--- src/rtl/pc_fetch_sequencer.sv ---
// Fetch PC owner: sequences req/ack imem fetches into a one-entry output register with a one-entry stall buffer.
// Optional PC legality checking is enabled with `define PC_CHECK_EN.
module pc_fetch_sequencer #(
  parameter logic [31:0] RESET_PC   = 32'h0000_3000,
  parameter logic [31:0] TEXT_LIMIT = 32'h0000_4FFC,
  parameter logic [31:0] EXC_VECTOR = 32'h0000_4180
) (
  input  logic        clk,
  input  logic        reset,
  input  logic        stall,
  input  logic        redirect,
  input  logic [31:0] redirect_pc,
  input  logic [31:0] redirect_target,
  output logic        imem_req,
  output logic [31:0] imem_addr,
  input  logic        imem_ack,
  input  logic [31:0] imem_rdata,
  output logic        instr_valid,
  output logic [31:0] instr,
  output logic [31:0] instr_pc,
  output logic        pc_exc
);

`ifdef PC_CHECK_EN
  localparam bit CHECK_EN = 1'b1;
`else
  localparam bit CHECK_EN = 1'b0;
`endif

  typedef enum logic [1:0] {IDLE, REQ, FULL} state_t;

  state_t      state, state_n;
  logic [31:0] pc, pc_n;
  logic        instr_valid_n;
  logic [31:0] instr_n, instr_pc_n;
  logic [31:0] buf_dat, buf_dat_n, buf_pc, buf_pc_n;
  logic        pend, pend_n;
  logic [31:0] pend_tgt, pend_tgt_n;
  logic        squash, squash_n;
  logic [31:0] sq_tgt, sq_tgt_n;
  logic        pc_exc_n;

  logic        consume, out_free, ds_hit, wp_hit;
  logic        load_en;
  logic [31:0] load_val;

  // Returns {exc, value}; an illegal value is replaced by the exception vector.
  function automatic logic [32:0] check_pc(input logic [31:0] v);
    logic bad;
    bad = (v != EXC_VECTOR) && ((v[1:0] != 2'b00) || (v < RESET_PC) || (v > TEXT_LIMIT));
    if (CHECK_EN && bad) return {1'b1, EXC_VECTOR};
    return {1'b0, v};
  endfunction

  assign consume   = instr_valid & ~stall;
  assign out_free  = ~instr_valid | consume;
  assign ds_hit    = redirect && (state == REQ) && (pc == redirect_pc + 32'd4);
  assign wp_hit    = redirect && (state == REQ) && (pc == redirect_pc + 32'd8);
  assign imem_req  = (state == REQ);
  assign imem_addr = pc;

  always_ff @(posedge clk) begin
    if (reset) begin
      state       <= IDLE;
      pc          <= RESET_PC;
      instr_valid <= 1'b0;
      instr       <= 32'd0;
      instr_pc    <= 32'd0;
      buf_dat     <= 32'd0;
      buf_pc      <= 32'd0;
      pend        <= 1'b0;
      pend_tgt    <= 32'd0;
      squash      <= 1'b0;
      sq_tgt      <= 32'd0;
      pc_exc      <= 1'b0;
    end else begin
      state       <= state_n;
      pc          <= pc_n;
      instr_valid <= instr_valid_n;
      instr       <= instr_n;
      instr_pc    <= instr_pc_n;
      buf_dat     <= buf_dat_n;
      buf_pc      <= buf_pc_n;
      pend        <= pend_n;
      pend_tgt    <= pend_tgt_n;
      squash      <= squash_n;
      sq_tgt      <= sq_tgt_n;
      pc_exc      <= pc_exc_n;
    end
  end

  always_comb begin
    state_n       = state;
    pc_n          = pc;
    instr_valid_n = instr_valid;
    instr_n       = instr;
    instr_pc_n    = instr_pc;
    buf_dat_n     = buf_dat;
    buf_pc_n      = buf_pc;
    pend_n        = pend;
    pend_tgt_n    = pend_tgt;
    squash_n      = squash;
    sq_tgt_n      = sq_tgt;
    pc_exc_n      = 1'b0;
    load_en       = 1'b0;
    load_val      = pc;

    case (state)
      IDLE: state_n = REQ;

      REQ: begin
        if (wp_hit) begin
          squash_n = 1'b1;
          sq_tgt_n = redirect_target;
        end
        // Delay slot still in flight: remember where to go once it lands.
        if (ds_hit && !imem_ack) begin
          pend_n     = 1'b1;
          pend_tgt_n = redirect_target;
        end
        if (imem_ack) begin
          if (squash || wp_hit) begin
            squash_n = 1'b0;
            load_en  = 1'b1;
            load_val = wp_hit ? redirect_target : sq_tgt;
            if (consume) instr_valid_n = 1'b0;
          end else begin
            load_en  = 1'b1;
            load_val = ds_hit ? redirect_target : (pend ? pend_tgt : pc + 32'd4);
            pend_n   = 1'b0;
            if (out_free) begin
              instr_valid_n = 1'b1;
              instr_n       = imem_rdata;
              instr_pc_n    = pc;
            end else begin
              buf_dat_n = imem_rdata;
              buf_pc_n  = pc;
              state_n   = FULL;
            end
          end
        end else if (consume) begin
          instr_valid_n = 1'b0;
        end
      end

      FULL: begin
        if (consume) begin
          instr_valid_n = 1'b1;
          instr_n       = buf_dat;
          instr_pc_n    = buf_pc;
          state_n       = REQ;
        end
        // Delay slot is already buffered, so the target is the very next fetch.
        if (redirect) begin
          load_en  = 1'b1;
          load_val = redirect_target;
        end
      end

      default: state_n = IDLE;
    endcase

    if (load_en) {pc_exc_n, pc_n} = check_pc(load_val);
  end

endmodule

--- config.mk ---
export PLATFORM = sky130hd
export DESIGN_NAME = pc_fetch_sequencer
export DESIGN_NICKNAME = d
export VERILOG_FILES = /design/src/rtl/pc_fetch_sequencer.sv
export SDC_FILE = /design/constraint.sdc
export NUM_CORES = 1
export LEC_CHECK = 0
export ABC_AREA = 1
export ABC_CLOCK_PERIOD_IN_PS = 5600
export CELL_PAD_IN_SITES_DETAIL_PLACEMENT = 1
export CELL_PAD_IN_SITES_GLOBAL_PLACEMENT = 1
export CORE_AREA = 2 2 189 191
export CTS_BUF_LIST = sky130_fd_sc_hd__clkbuf_4
export DETAILED_ROUTE_END_ITERATION = 6
export DIE_AREA = 0 0 191 193
export PLACE_DENSITY = 0.83
export SYNTH_ARGS = -nofsm -noshare
export SYNTH_HDL_FRONTEND = slang
export SYNTH_SLANG_ARGS = --single-unit
--- constraint.sdc ---
create_clock -name clk -period 5.6 [get_ports clk]
set_clock_uncertainty 0.05 [all_clocks]
set_input_delay 1.12 -clock clk [delete_from_list [all_inputs] [get_ports clk]]
set_output_delay 1.12 -clock clk [all_outputs]
set_load 0.03 [all_outputs]
After elaboration in Yosys (flattened, before gate mapping)
Cells that the tools add are included.
{"block": "op_classes", "addsub": 3, "n_eq_ne": 11, "n_mux": 37, "bitwise_logic": 6, "reduce_logical": 14}
{"op": "$mux W32", "count": 14}
{"op": "$pmux W32 S2", "count": 3}
{"op": "$add A32 B3 Y32 const B", "count": 2}
{"op": "$eq A32 B32 Y1", "count": 2}
{"op": "$add A32 B4 Y32 const B", "count": 1}
{"op": "$mux W1", "count": 13}
{"op": "$reduce_and A4 Y1", "count": 3}
{"op": "$mux W2", "count": 4}
{"op": "$ne A2 B2 Y1 const B", "count": 4}
{"op": "$pmux W2 S3", "count": 1}
{"op": "$reduce_and A5 Y1", "count": 1}
{"op": "$logic_and A1 B1 Y1", "count": 4}
{"op": "$ne A2 B1 Y1 const B", "count": 2}
{"op": "$ne A4 B2 Y1 const B", "count": 1}
{"op": "$not A1 Y1", "count": 4}
{"op": "$pmux W1 S2", "count": 2}
{"op": "$reduce_and A3 Y1", "count": 1}
{"op": "$eq A2 B1 Y1 const B", "count": 1}
{"op": "$eq A2 B2 Y1 const B", "count": 1}
{"op": "$logic_not A2 Y1", "count": 1}
{"op": "$reduce_and A2 Y1", "count": 1}
{"op": "$reduce_bool A2 Y1", "count": 1}
{"op": "$and A1 B1 Y1", "count": 1}
{"op": "$logic_not A1 Y1", "count": 1}
{"op": "2 further kinds", "count": 2}
{"block": "word_totals", "ff_bits": 229, "in_bits": 101, "word_cells": 82}

Logic depth before layout (Yosys ltp)
{"block": "depth", "ltp_word": 7, "depth_mapped": 22, "ltp_nobuf": 21}

Worst setup path before layout
Ideal clock, no wire load.
{"block": "synth_timing", "path_type": "input to register", "startpoint": "input redirect_pc[8]", "endpoint": "register instr[10]", "setup_time_ns": 0.113, "t_arrival_ns": 3.140, "slack_ns": 2.297, "path_stages": 22, "path_buffers": 3, "cell_sequence": "buf_2 nand2_2 nor2_1 nand2_1 nor2_2 nand2_1 nand2_1 nand2_1 nor2_1 nand2_1 nor2_1 nand2_1 nor2_1 nand2_1 nand2_2 nand2_1 nand4_2 buf_6 buf_6 nand2_1 nand2_1 nor2_1"}
{"block": "synth_between", "elab_chain_len": 6}
{"item": "from (decl)", "line_no": "12", "source": "input logic [31:0] redirect_pc,"}
{"item": "$add A32 B4 Y32", "line_no": "58", "source": "assign wp_hit = redirect && (state == REQ) && (pc == redirect_pc + 32'd8);"}
{"item": "$eq A32 B32 Y1", "line_no": "58"}
{"item": "$logic_and A1 B1 Y1", "line_no": "58"}
{"item": "$logic_or A1 B1 Y1", "line_no": "122", "source": "if (squash || wp_hit) begin"}
{"item": "$ne A2 B2 Y1 (no line)"}
{"item": "$reduce_and A5 Y1 (no line)"}
{"item": "to (signal assigned)", "line_no": "80", "source": "instr <= instr_n;"}
{"item": "to (decl)", "line_no": "19", "source": "output logic [31:0] instr,"}
No other way between the ends.
A chain may end at the register's enable or synchronous reset.

Worst setup path in the final report
{"block": "layout_timing", "startpoint": "input redirect_pc[3]", "endpoint": "register buf_pc[28]"}
{"block": "layout_between", "elab_chain_len": 6}
{"item": "$add A32 B4 Y32", "line_no": "58"}
{"item": "$eq A32 B32 Y1", "line_no": "58"}
{"item": "$logic_and A1 B1 Y1", "line_no": "58"}
{"item": "$logic_or A1 B1 Y1", "line_no": "122"}
{"item": "$not A1 Y1 (no line)"}
{"item": "$reduce_and A4 Y1 (no line)"}
{"item": "to (signal assigned)", "line_no": "83", "source": "buf_pc <= buf_pc_n;"}
{"item": "to (decl)", "line_no": "36", "source": "logic [31:0] buf_dat, buf_dat_n, buf_pc, buf_pc_n;"}
No other way between the ends.

==> results <==
[worst reg2reg max path: cells and delay by family (launching register included)]
| kind | cells | cell delay, ns |
|---|---|---|
| buffers and inverters | 4 | 0.86 |
| AND/OR/NAND/NOR | 10 | 2.19 |
| flip-flops | 1 | 0.66 |
| AO/OA/AOI/OAI | 2 | 0.31 |
[logic make-up after synthesis]
group	share of synthesized area, %
AND/OR/NAND/NOR	38.4
adder cells (fa/ha/maj)	0.521
multiplexers	0.834
buffers and inverters	13.0
other	0.0260
flip-flops	31.8
AO/OA/AOI/OAI	12.2
XOR/XNOR	3.11
[final cells by class]
type | instances | area [sq um] | share of cell area (%)
Tap cell | 461 | 577 | 3.30
Inverter | 325 | 1220 | 6.99
Clock buffer | 99 | 743 | 4.25
Antenna cell | 2 | 5.00 | 0.0286
Clock inverter | 11 | 80.1 | 0.458
Sequential cell | 229 | 4580 | 26.2
Multi-Input combinational cell | 1732 | 7970 | 45.5
Timing Repair Buffer | 237 | 2320 | 13.3
[per-stage QoR]
stage                     util, %  power (mW)
final                        50.0        6.05
after global routing         50.0        6.48
after CTS                    50.0        6.11
after detailed placement     47.7        4.46
after global placement       47.7        4.37
after floorplan                 -        3.66
[power groups by stage]
stage                     registers [mW]  clock network [mW]  logic (mW)
after floorplan                     2.24                   0        1.42
after global placement              1.99                   0        2.38
after detailed placement            2.00                   0        2.47
after CTS                           1.96                1.66        2.49
after global routing                1.98                1.74        2.75
final                               1.96                1.61        2.47
[routing by layer]
metal	up-vias	track usage, %	routed length (um)
met3	169	5.25	3320
met4	0	15.8	2780
met1	7856	39.4	25400
li1	7970	-	-
met2	487	52.2	26600
met5	-	0	0
[placed cells by master (no fill, tap or decap), types with 5 or more instances in the layout]
cell type | netlist | layout
a211oi_1 | 24 | 24
a21oi_1 | 139 | 139
buf_4 | 4 | 35
clkbuf_4 | 0 | 99
clkdlybuf4s50_1 | 0 | 197
clkinv_1 | 1 | 7
dfxtp_1 | 229 | 229
ha_1 | 6 | 5
inv_1 | 321 | 319
inv_2 | 3 | 5
mux2i_1 | 12 | 12
nand2_1 | 699 | 699
nand2_2 | 5 | 5
nand3_1 | 229 | 229
nand3b_1 | 5 | 5
nand4_1 | 33 | 33
nor2_1 | 312 | 312
nor2_2 | 12 | 12
nor2_4 | 7 | 7
nor3_1 | 13 | 13
o21ai_0 | 148 | 148
o21ai_1 | 20 | 20
xnor2_1 | 10 | 10
xor2_1 | 36 | 36
[how the worst max path moves through the flow]
stage                    from          to  slack (ns)
3_5_place_dp   redirect_pc[3]   buf_pc[8]       -0.03
2_1_floorplan  redirect_pc[8]   instr[10]        2.30
5_1_grt        redirect_pc[3]  buf_pc[28]        0.26
6_report       redirect_pc[3]  buf_pc[28]        0.51
4_1_cts        redirect_pc[3]  buf_pc[28]        0.70
3_3_place_gp   redirect_pc[3]   buf_pc[5]        0.09
[registers in the layout (all words and copies together) (netlist names)]
name / flops
buf_dat: 32
buf_pc: 32
imem_addr: 32
instr: 32
instr_pc: 32
pend_tgt: 32
sq_tgt: 32
state: 2
instr_valid: 1
pend: 1
squash: 1
==> flow_summary.yaml <==
min_path:
  holdPathEnd: "buf_pc[11]"
  hold_depth: 2
  hold_start: "buf_pc[11]"
  min_path_type: "flip-flop to flip-flop"
placement:
  io_buffers: 198
  routabilityCongestion: 0.938
  pre_cts_ws_ns: -0.0287
  place_inst: 2984
  place_area_sq_um: 16700
  dp_hpwl_um: 42300
clock_tree:
  path_clk_slew_ns: 0.05
  cts_made_buffers: 68
  cts.sinks: 229
  cts_max_level: 3
  cts-root-buf: "clkbuf_4"
  cts.path.max_buffers: 3
  post-cts-setup-buffers: 0
  cts_tree: "done"
  holdBufCountCts: 0
  cts_resized: 0
  clock_latency_ns: 0.77
pwr:
  sw_frac_of_total_pct: 42.0
  power_density_nw_per_um2: 346
  p_sw_mw: 2.54
  peakVddDrop_mv: 0.449
  power_frac_clock_pct: 26.6
  internal_power_mw: 3.50
  p_leak_nw: 7.80
  p_comb_share_pct: 40.9
  power_frac_seq_pct: 32.5
timing:
  maxSlewViolCount: 0
  slew_headroom_pct: 25.6
  hold_viol: 0
  fin_ws_ns: 0.507
  finalSetupViolations: 0
  tns_ns: 0
  hold_ws_ns: 0.396
  period_share_pct: 90.9
  worst_pin_slew_ns: 1.12
  rsz0062_at_grt: "false"
  period_needed_ns: 5.09
  fmax_ghz: 0.196
floorplanning:
  start_util_pct: 41.2
  io_pins: 200
  coreArea_sq_um: 35000
  dieArea_sq_um: 36900
  num_rows: 69
  die_h_um: 193
  die_w_um: 191
worst_setup_path:
  r2r_end: "buf_pc[28]"
  end_kind: "flip-flop"
  rr_startpoint: "imem_addr[16]"
  crit_fanout: 37
  critical_path_depth: 18
  cp_data_required_time_ns: 6.14
  crit_buf_inv: 3
  cp_top_family: "simple AND/OR/NAND/NOR gates"
  r2r_slack_ns: 1.37
  arrival_ns: 5.63
  cp_common_cell: "nand2_1"
  path_cells: "clkdlybuf4s50_1, ha_1, inv_1, nor2_4, nand2_1, nor2_1, nand3_1, nand2_1, nand2_1, nand2_1, nor2_1, nand3b_1, nor2_1, nor2_4, nand3_4, buf_4, o21ai_0, a21oi_1"
  max_stage_delay_ns: 0.79
  critPathLaunchType: "input pin"
  cpMaxStageDelayCell: "nor2_4"
  rr_worst_depth: 16
  critPathKind: "input pin to flip-flop"
global_routing:
  antenna_found_initial: 1
  grt_use_total_pct: 31.4
  grt-ovfl-total: 0
  grt_max_degree: 105
  grt_pass1_wl_um: 90000
  grt_pass1_vias: 16600
layout:
  area_delta_synth_final_pct: 21.4
  drive_gt1_share_pct: 6.84
  nets: 2700
  stdcell_count: 3096
  fin_area_sq_um: 17500
  fill_cells: 4829
drt:
  vias: 16500
  drc: 0
  wl_um: 58100
  final_antenna_net_count: 0
  vias_per_cell: 5.32
  drtPass1Iterations: 5
  drt-wirelength-per-cell_um: 18.8
  drt_iter0_drc: 956
logic_synthesis:
  yosysTopAreaCell: "dfxtp_1"
  syn_area_per_cell_sq_um: 5.95
  synthArstFlopShare_pct: 0
  synthTopCellsByCount: "nand2_1 (699), inv_1 (321), nor2_1 (312)"
  ys.flop_type: "dfxtp_1"
  synth.distinct_cells: 40
  synth_seq_area_share_pct: 31.8
  synth_top_cell_area_share_pct: 31.8
  yosysWarnings: 0
  synthCells: 2422
  synth_edf_count: 0
  ys_ff_latch: 229
  synth.most_common_cell: "nand2_1"
  synth_nets: 2529
  ys_top_cells_by_area: "dfxtp_1 (32%), nand2_1 (18%), inv_1 (8.4%)"
  syn_area_sq_um: 14400
flow_run:
  drv_cap: 0
run_status:
  run_status: "finished clean"
Note: power is estimated with default switching activity, not from simulation.
